<file path="config.mk">
export PLATFORM = sky130hd
export DESIGN_NAME = logicnet_lut_layer
export DESIGN_NICKNAME = d
export VERILOG_FILES = /design/src/rtl/logicnet_pkg.sv /design/src/rtl/logicnet_lut_ram.sv /design/src/rtl/logicnet_lut_layer.sv
export SDC_FILE = /design/constraint.sdc
export NUM_CORES = 1
export LEC_CHECK = 0
export ABC_CLOCK_PERIOD_IN_PS = 11800
export BUFFER_PORTS_ARGS = -buffer_cell sky130_fd_sc_hd__clkbuf_2
export CAP_MARGIN = 20
export CORE_MARGIN = 2
export CORE_UTILIZATION = 60
export CTS_BUF_LIST = sky130_fd_sc_hd__clkbuf_2 sky130_fd_sc_hd__clkbuf_4 sky130_fd_sc_hd__clkbuf_8
export CTS_CLUSTER_SIZE = 8
export DETAILED_ROUTE_END_ITERATION = 7
export HOLD_SLACK_MARGIN = 0.12
export PLACE_DENSITY_LB_ADDON = 0.1
export SETUP_SLACK_MARGIN = 0.5
export SLEW_MARGIN = 5
export SYNTH_ARGS = -nofsm -noshare
export SYNTH_HDL_FRONTEND = slang
export SYNTH_HIERARCHICAL = 1
export SYNTH_SLANG_ARGS = --single-unit
</file>
<file path="constraint.sdc">
create_clock -name clk -period 11.8 [get_ports clk]
set_input_delay 1.18 -clock clk [delete_from_list [all_inputs] [get_ports clk]]
set_output_delay 1.18 -clock clk [all_outputs]
set_load 0.01 [all_outputs]
</file>
<file path="src/rtl/logicnet_pkg.sv">
// Shared types and helpers for LogicNet LUT layers: FSM states,
// table address width and packed-bus slicing.
package logicnet_pkg;

  typedef enum logic [0:0] {
    ST_CLEAR = 1'b0,
    ST_RUN   = 1'b1
  } state_e;

  function automatic int addr_w(input int fan_in, input int in_bits);
    return fan_in * in_bits;
  endfunction

  // LSB position of element idx in a bus of equally sized fields.
  function automatic int pack_lsb(input int idx, input int width);
    return idx * width;
  endfunction

endpackage

</file>
<file path="src/rtl/logicnet_lut_ram.sv">
// One neuron truth table: synchronous write, asynchronous read,
// shaped for distributed RAM.
module logicnet_lut_ram #(
  parameter int ADDR_W   = 6,
  parameter int OUT_BITS = 2
) (
  input  logic                clk,
  input  logic                we,
  input  logic [ADDR_W-1:0]   waddr,
  input  logic [OUT_BITS-1:0] wdata,
  input  logic [ADDR_W-1:0]   raddr,
  output logic [OUT_BITS-1:0] rdata
);

  localparam int DEPTH = 2 ** ADDR_W;

  logic [OUT_BITS-1:0] mem [DEPTH];

  always_ff @(posedge clk) begin
    if (we) begin
      mem[waddr] <= wdata;
    end
  end

  assign rdata = mem[raddr];

endmodule

</file>
<file path="src/rtl/logicnet_lut_layer.sv">
// Runtime-programmable LogicNet neuron layer: parallel table lookups with a
// clear sweep FSM, config write port and a registered 2-entry output buffer.
module logicnet_lut_layer
  import logicnet_pkg::*;
#(
  parameter  int N_NEURONS = 8,
  parameter  int FAN_IN    = 3,
  parameter  int IN_BITS   = 2,
  parameter  int OUT_BITS  = 2,
  localparam int ADDR_W    = addr_w(FAN_IN, IN_BITS),
  localparam int NEU_W     = (N_NEURONS > 1) ? $clog2(N_NEURONS) : 1
) (
  input  logic                          clk,
  input  logic                          rst,
  input  logic                          clr_tables,
  input  logic                          cfg_we,
  input  logic [NEU_W-1:0]              cfg_neuron,
  input  logic [ADDR_W-1:0]             cfg_addr,
  input  logic [OUT_BITS-1:0]           cfg_data,
  output logic                          cfg_ready,
  input  logic                          in_valid,
  output logic                          in_ready,
  input  logic [N_NEURONS*ADDR_W-1:0]   in_data,
  output logic                          out_valid,
  input  logic                          out_ready,
  output logic [N_NEURONS*OUT_BITS-1:0] out_data
);

  localparam int                DEPTH    = 2 ** ADDR_W;
  localparam int                WORD_W   = N_NEURONS * OUT_BITS;
  localparam logic [ADDR_W-1:0] CLR_LAST = ADDR_W'(DEPTH - 1);

  state_e              state_r, state_n;
  logic [ADDR_W-1:0]   clr_addr_r, clr_addr_n;
  logic [WORD_W-1:0]   head_r, head_n;
  logic                head_valid_r, head_valid_n;
  logic [WORD_W-1:0]   skid_r, skid_n;
  logic                skid_valid_r, skid_valid_n;
  logic                in_ready_r, in_ready_n;
  logic                cfg_ready_r, cfg_ready_n;

  logic                clearing_s;
  logic                cfg_acc_s;
  logic                push_s;
  logic                pop_s;
  logic [WORD_W-1:0]   lookup_word_s;

  assign clearing_s = (state_r == ST_CLEAR);
  assign cfg_acc_s  = cfg_we & cfg_ready_r;
  assign push_s     = in_valid & in_ready_r;
  assign pop_s      = head_valid_r & out_ready;

  // Sweep writes zero everywhere; otherwise only the addressed neuron is written.
  for (genvar i = 0; i < N_NEURONS; i++) begin : g_neuron
    logic                we_s;
    logic [ADDR_W-1:0]   waddr_s;
    logic [OUT_BITS-1:0] wdata_s;
    logic [OUT_BITS-1:0] rdata_s;

    assign we_s    = clearing_s | (cfg_acc_s & (cfg_neuron == NEU_W'(i)));
    assign waddr_s = clearing_s ? clr_addr_r : cfg_addr;
    assign wdata_s = clearing_s ? {OUT_BITS{1'b0}} : cfg_data;

    logicnet_lut_ram #(
      .ADDR_W   (ADDR_W),
      .OUT_BITS (OUT_BITS)
    ) u_ram (
      .clk   (clk),
      .we    (we_s),
      .waddr (waddr_s),
      .wdata (wdata_s),
      .raddr (in_data[pack_lsb(i, ADDR_W) +: ADDR_W]),
      .rdata (rdata_s)
    );

    assign lookup_word_s[pack_lsb(i, OUT_BITS) +: OUT_BITS] = rdata_s;
  end

  always_comb begin
    state_n      = state_r;
    clr_addr_n   = clr_addr_r;
    head_n       = head_r;
    head_valid_n = head_valid_r;
    skid_n       = skid_r;
    skid_valid_n = skid_valid_r;

    case (state_r)
      ST_CLEAR: begin
        if (clr_addr_r == CLR_LAST) begin
          state_n    = ST_RUN;
          clr_addr_n = {ADDR_W{1'b0}};
        end else begin
          state_n    = ST_CLEAR;
          clr_addr_n = clr_addr_r + ADDR_W'(1);
        end
      end
      ST_RUN: begin
        if (clr_tables) begin
          state_n      = ST_CLEAR;
          clr_addr_n   = {ADDR_W{1'b0}};
          head_valid_n = 1'b0;
          skid_valid_n = 1'b0;
        end else if (pop_s) begin
          // Head leaves: skid (if any) moves up, a new word refills behind it.
          if (skid_valid_r) begin
            head_n       = skid_r;
            head_valid_n = 1'b1;
            skid_valid_n = push_s;
            skid_n       = push_s ? lookup_word_s : skid_r;
          end else if (push_s) begin
            head_n       = lookup_word_s;
            head_valid_n = 1'b1;
          end else begin
            head_valid_n = 1'b0;
          end
        end else if (push_s) begin
          if (head_valid_r) begin
            skid_n       = lookup_word_s;
            skid_valid_n = 1'b1;
          end else begin
            head_n       = lookup_word_s;
            head_valid_n = 1'b1;
          end
        end else begin
          head_valid_n = head_valid_r;
          skid_valid_n = skid_valid_r;
        end
      end
      default: begin
        state_n      = ST_CLEAR;
        clr_addr_n   = {ADDR_W{1'b0}};
        head_valid_n = 1'b0;
        skid_valid_n = 1'b0;
      end
    endcase

    cfg_ready_n = (state_n == ST_RUN);
    in_ready_n  = (state_n == ST_RUN) & ~(head_valid_n & skid_valid_n);
  end

  always_ff @(posedge clk) begin
    if (rst) begin
      state_r      <= ST_CLEAR;
      clr_addr_r   <= {ADDR_W{1'b0}};
      head_r       <= {WORD_W{1'b0}};
      head_valid_r <= 1'b0;
      skid_r       <= {WORD_W{1'b0}};
      skid_valid_r <= 1'b0;
      in_ready_r   <= 1'b0;
      cfg_ready_r  <= 1'b0;
    end else begin
      state_r      <= state_n;
      clr_addr_r   <= clr_addr_n;
      head_r       <= head_n;
      head_valid_r <= head_valid_n;
      skid_r       <= skid_n;
      skid_valid_r <= skid_valid_n;
      in_ready_r   <= in_ready_n;
      cfg_ready_r  <= cfg_ready_n;
    end
  end

  assign cfg_ready = cfg_ready_r;
  assign in_ready  = in_ready_r;
  assign out_valid = head_valid_r;
  assign out_data  = head_r;

endmodule

</file>
== Yosys cells after proc, flatten, opt, wreduce, memory -nomap -nowiden ==
Memory sizes are Yosys's and may differ from the RTL's.
Index checks and enable logic that the tools add are counted.
Cells by class
  equality and inequality tests: 11
  add/sub/neg operators: 1
  bitwise logic cells: 24
  reduce and logical (&&, ||, !) cells: 6
  multiplexer cells: 45
Operator list (count)
  two-way mux 16 bit: 9
  two-way mux 1 bit: 30
  two-way mux 6 bit: 3
  bitwise AND 1 bit: 13
  equality test 3 bit (second input constant): 4
  case mux 6 bit (2 select lines): 1
  AND reduction 5 bit: 2
  OR 1 bit: 8
  adder 6 x 1 -> 6 bit (second input constant): 1
  equality test 3 x 2 -> 1 bit (second input constant): 2
  equality test 6 bit (second input constant): 1
  nonzero test 2 bit: 3
  != test 2 bit (second input constant): 2
  equality test 3 x 1 -> 1 bit (second input constant): 1
  logical NOT 3 bit: 1
  inverter 1 bit: 3
  two-way mux 2 bit: 1
  != test 2 x 1 -> 1 bit (second input constant): 1
  case mux 1 bit (2 select lines): 1
Storage, ports and cells
  memories kept: 8
  output and inout bits: 19
  word-level logic and storage cells: 102
  bits of input ports: 65
  RAM bits: 1024
  flip-flop bits (word level): 42
Memory list
  g_neuron[0].u_ram.mem: depth 64, bits a word 2, rd ports 1, clocked after Yosys merged registers in 0, wr ports 1, line logicnet_lut_ram.sv:17  | logic [OUT_BITS-1:0] mem [DEPTH];
  g_neuron[1].u_ram.mem: depth 64, bits a word 2, rd ports 1, clocked after Yosys merged registers in 0, wr ports 1, line logicnet_lut_ram.sv:17
  g_neuron[2].u_ram.mem: depth 64, bits a word 2, rd ports 1, clocked after Yosys merged registers in 0, wr ports 1, line logicnet_lut_ram.sv:17
  g_neuron[3].u_ram.mem: depth 64, bits a word 2, rd ports 1, clocked after Yosys merged registers in 0, wr ports 1, line logicnet_lut_ram.sv:17
  g_neuron[4].u_ram.mem: depth 64, bits a word 2, rd ports 1, clocked after Yosys merged registers in 0, wr ports 1, line logicnet_lut_ram.sv:17
  g_neuron[5].u_ram.mem: depth 64, bits a word 2, rd ports 1, clocked after Yosys merged registers in 0, wr ports 1, line logicnet_lut_ram.sv:17
  2 more memories

== Depth between registers and ports, before layout ==
  depth in word-level cells: 9
  gate-level depth with buffers: 9
  depth with buffers taken out: 7

== By module ==
The synthesis kept the hierarchy.
By module, submodules not included
  logicnet_lut_ram: cells each 322, instances 8, area each 5357.6 um^2, seq. area each 3843.7 um^2
  logicnet_lut_layer: cells each 236, instances 1, area each 2079.5 um^2, seq. area each 840.8 um^2

== Worst setup path after synthesis ==
OpenSTA, ideal clock, no wires.
  kind: input-to-reg
  start: in cfg_data[0]
  end: mem g_neuron[0].u_ram.mem[0][0], data pin
  library setup time: 1.533 ns
  arrival: 7.547 ns
  path slack: 2.720 ns
  data required time: 10.267 ns
  cell stages on the path: 1
  path buffers: 0
  cell sequence: and2_1
On the way
  word-level cells in the longest chain between the ends: 1
Ends and longest elaborated chain
  from (decl): line logicnet_lut_layer.sv:19  | input logic [OUT_BITS-1:0] cfg_data,
  two-way mux 2 bit: line logicnet_lut_layer.sv:62  | assign wdata_s = clearing_s ? {OUT_BITS{1'b0}} : cfg_data;
  to (decl): line logicnet_lut_ram.sv:17
No other way between the ends.

==> summary.txt <==
Hold path
  • Min-Delay Path Class: flip-flop to flip-flop
  • Hold Path Cell Cnt: 2
  • Hold path start: skid_r[0]$_SDFFE_PP0P_
  • End of the worst hold path: out_data[0]$_SDFFE_PP0P_

Timing
  • Fin. Hold Viols: 0
  • Setup TNS: 0 ns
  • Final period util: a little under a third
  • Count of final setup violators: 0
  • Fin. max-slew vios: 0
  • Clk_skew: about 0.032 ns
  • Relative slew margins: between 20% and 30%
  • Final worst path period need: 3.70 ns
  • Worst Tran Pin Value: about 1.1 ns
  • RSZ-0062 raised after global routing: false
  • Max Clk Rate: roughly 270 MHz
  • Final WS setup: 8.10 ns

Setup path
  • CP startpoint kind: flip-flop
  • Critical Path AT: 4.15 ns
  • Crit path max fanout: 109
  • Worst EP required: about 12 ns
  • Worst r2r dst: g_neuron[5].u_ram/mem[2][1]$_DFFE_PP_
  • Reg-to-reg setup timing slack: a little over 8 ns
  • Reg2Reg Depth: 5
  • Setup crit end kind: flip-flop
  • Worst R2R Start: cfg_ready$_SDFF_PP0_
  • Worst setup path category: flip-flop to flip-flop

Final layout
  • Footprint of the multi-input gates: around 12000 sq um
  • NumNets Final: ~3000
  • Fillcell total: 5215
  • Sequential Area: 31600 sq um
  • Share of cells above drive strength 1: ~21%
  • Area growth from synthesis to layout: 9.86%
  • Non-filler cells, final: slightly above 4000

Yosys
  • EDFF count, synth: 1024
  • Synth unique cells: 51
  • Largest cells by area after synthesis: edfxtp_1 (68%), mux4_2 (12%), nor2_1 (5.0%)
  • Synth top area share: 68.4%
  • Avg Inst Size Synth: ~16 sq um
  • Mapped cell area: about 45000 sq um
  • Post-synth top flop: edfxtp_1
  • Async set-reset flop share out of synthesis: 0%
  • Cell count after synthesis: 2812
  • Synth cell count leaders: edfxtp_1 (1024), nor2_1 (600), mux4_2 (232), nand2_1 (154), clkbuf_1 (98)
  • Top-count cell post-synth: edfxtp_1
  • Mapped Nets: roughly 2900
  • Seq cells post-synth: 1066
  • Yosys top cell by area: edfxtp_1
  • Yosys Warn Count: 6
  • Register area share after synthesis: around 70%

Routing
  • Via count: around 26000
  • Drt pass-1 iters: 6
  • Initial DRC Count: ~3100
  • Drt wl/cell: between 20 and 25 um
  • ANT nets after route: 0
  • Routed WL: 98400 um
  • Via/cell ratio: between 6 and 7
  • Residual DRC: 0

GRT
  • Grt ovf: 0
  • Largest net degree at the start of global routing: between 200 and 250
  • Antenna violations before repair: 3
  • First-pass GRT wire length: between 150000 and 200000 um
  • Vias in the first global route: around 26000
  • GRT Resource Usage Total: between 20% and 30%

Floorplanning
  • Rows: 100
  • Die X: ~280 um
  • Die height: between 200 and 300 um
  • Die area: 77100 sq um
  • Initial Util: about 60%
  • Core Region: around 74000 sq um
  • Top Ports: 84

Flow run
  • Max-cap violations: 0

Clock network
  • CTS root buffer: clkbuf_8
  • Setup Buffers After CTS: 0
  • Total CTS buffers: around 170
  • Post-CTS Hold Fix Bufs: 0
  • CTS tree: built
  • Clk Latency, worst-skew pair: 0.81 ns
  • H-Tree Depth: 4
  • Reg clk slew, reported paths: approximately 0.060 ns
  • Post-cts repair resize count: 0
  • Clock sink total: 1066
  • CTS max path bufs: 3

Pwr
  • Total power: approximately 7.6 mW
  • Max VDD drop: between 0.1 and 0.15 mV
  • Combinational power share: 5.1%
  • Pleak: 15.9 nW
  • Internal: 5.94 mW
  • Clock Power Share: between 40% and 50%
  • Sequential share of power: a little over half
  • Sw Share: 21.5%
  • Switching pwr: 1.63 mW
  • Power Density: about 150 nW/um^2

Place
  • Port bufs: between 80 and 90
  • Routability cong.: just over 0.8
  • Placed Cells: 3739
  • Setup WS pre-CTS: between 7 and 8 ns
  • DP HPWL: between 50000 and 60000 um

Outcome
  • Outcome: completed
-- stage by stage --
stage / instance area [sq um] / hold slack [ns] / utilization, %
after CTS: 49300 / 0.476 / 66.4
after global routing: 49400 / 0.501 / 66.4
after global placement: 46000 / 0.472 / 61.8
final: 49400 / 0.480 / 66.4
after floorplan: 44900 / 0.458 / -
after detailed placement: 46000 / 0.474 / 61.9
-- layer usage --
metal	vias to the layer above	global-route usage (%)	share of wire (%)
li1	11300	-	-
met1	13100	36.1	41
met2	1109	41.1	48
met3	137	6.37	8.8
met4	2	6.96	1.7
met5	-	0	0.013
-- how the worst max path moves through the flow --
stage | startpoint | to | slack, ns | cells past startpoint
global route | cfg_ready$_SDFF_PP0_ | g_neuron[6].u_ram/mem[4][1]$_DFFE_PP_ | 7.81 | 5
detailed placement | cfg_data[0] | g_neuron[4].u_ram/mem[6][0]$_DFFE_PP_ | 7.56 | 4
global placement | cfg_data[1] | g_neuron[5].u_ram/mem[5][1]$_DFFE_PP_ | 7.54 | 4
floorplan | cfg_data[0] | g_neuron[0].u_ram/mem[0][0]$_DFFE_PP_ | 2.72 | 1
CTS | cfg_ready$_SDFF_PP0_ | g_neuron[4].u_ram/mem[29][0]$_DFFE_PP_ | 8.04 | 4
finish | cfg_ready$_SDFF_PP0_ | g_neuron[5].u_ram/mem[2][1]$_DFFE_PP_ | 8.10 | 5
-- logic make-up (layout without fill, tap and decap cells) --
family                   after synthesis  count (layout)  share of synthesized area (%)
AO/OA/AOI/OAI                        247             247                           4.23
adder cells (fa/ha/maj)                1               1                         0.0278
buffers and inverters                162             420                           1.94
flip-flops                          1066            1066                           70.3
multiplexers                         301             301                           13.2
other                                  0               2                              0
AND/OR/NAND/NOR                     1035            1035                           10.3
-- placed cells by master, fill, tap and decap left out, types with 17 or more instances in the layout --
cell type and n:
edfxtp_1 1024, nor2_1 600, mux4_2 232, clkbuf_8 187, nand2_1 153, clkbuf_2 83
clkbuf_4 68, nand3_1 60, nor2b_1 58, mux2i_1 56, a22oi_1 49, dfxtp_1 42
nand2b_1 39, nand3b_1 34, o21ai_0 33, a311oi_1 26, buf_4 26, clkinv_1 25
a21oi_1 24, a22o_1 17, nand4_1 17
-- flip-flops by register name, summed over array words and instances, names as in the netlist --
name                flops
in_ready                1
cfg_ready               1
skid_r                 16
skid_valid_r            1
out_data               16
clr_addr_r              6
out_valid               1
g_neuron.u_ram/mem   1024
-- final cells by class --
type	count	area share, %
flip-flops and latches	1066	64.0
well taps	969	2.46
clock buffers	255	6.25
repair buffers	112	1.39
diodes	2	0.0101
clock inverters	44	0.542
multi-input cells	1584	25.3
inverters	9	0.0684
-- worst max-delay path, cell delays in order, from the launching register on --
cell     delay [ns]
dfxtp_1        0.30
buf_4          0.39
and2_4         0.72
buf_4          0.58
buf_16         0.32
buf_4          0.84
-- power by group through the flow --
stage | combinational [mW] | clock, mW | sequential (mW)
after floorplan | 0.275 | 0 | 4.19
after global placement | 0.377 | 0 | 4.19
after detailed placement | 0.382 | 0 | 4.19
after CTS | 0.383 | 3.15 | 4.11
after global routing | 0.410 | 3.31 | 4.11
final | 0.383 | 3.08 | 4.11
Power figures use the tool's default switching activity.
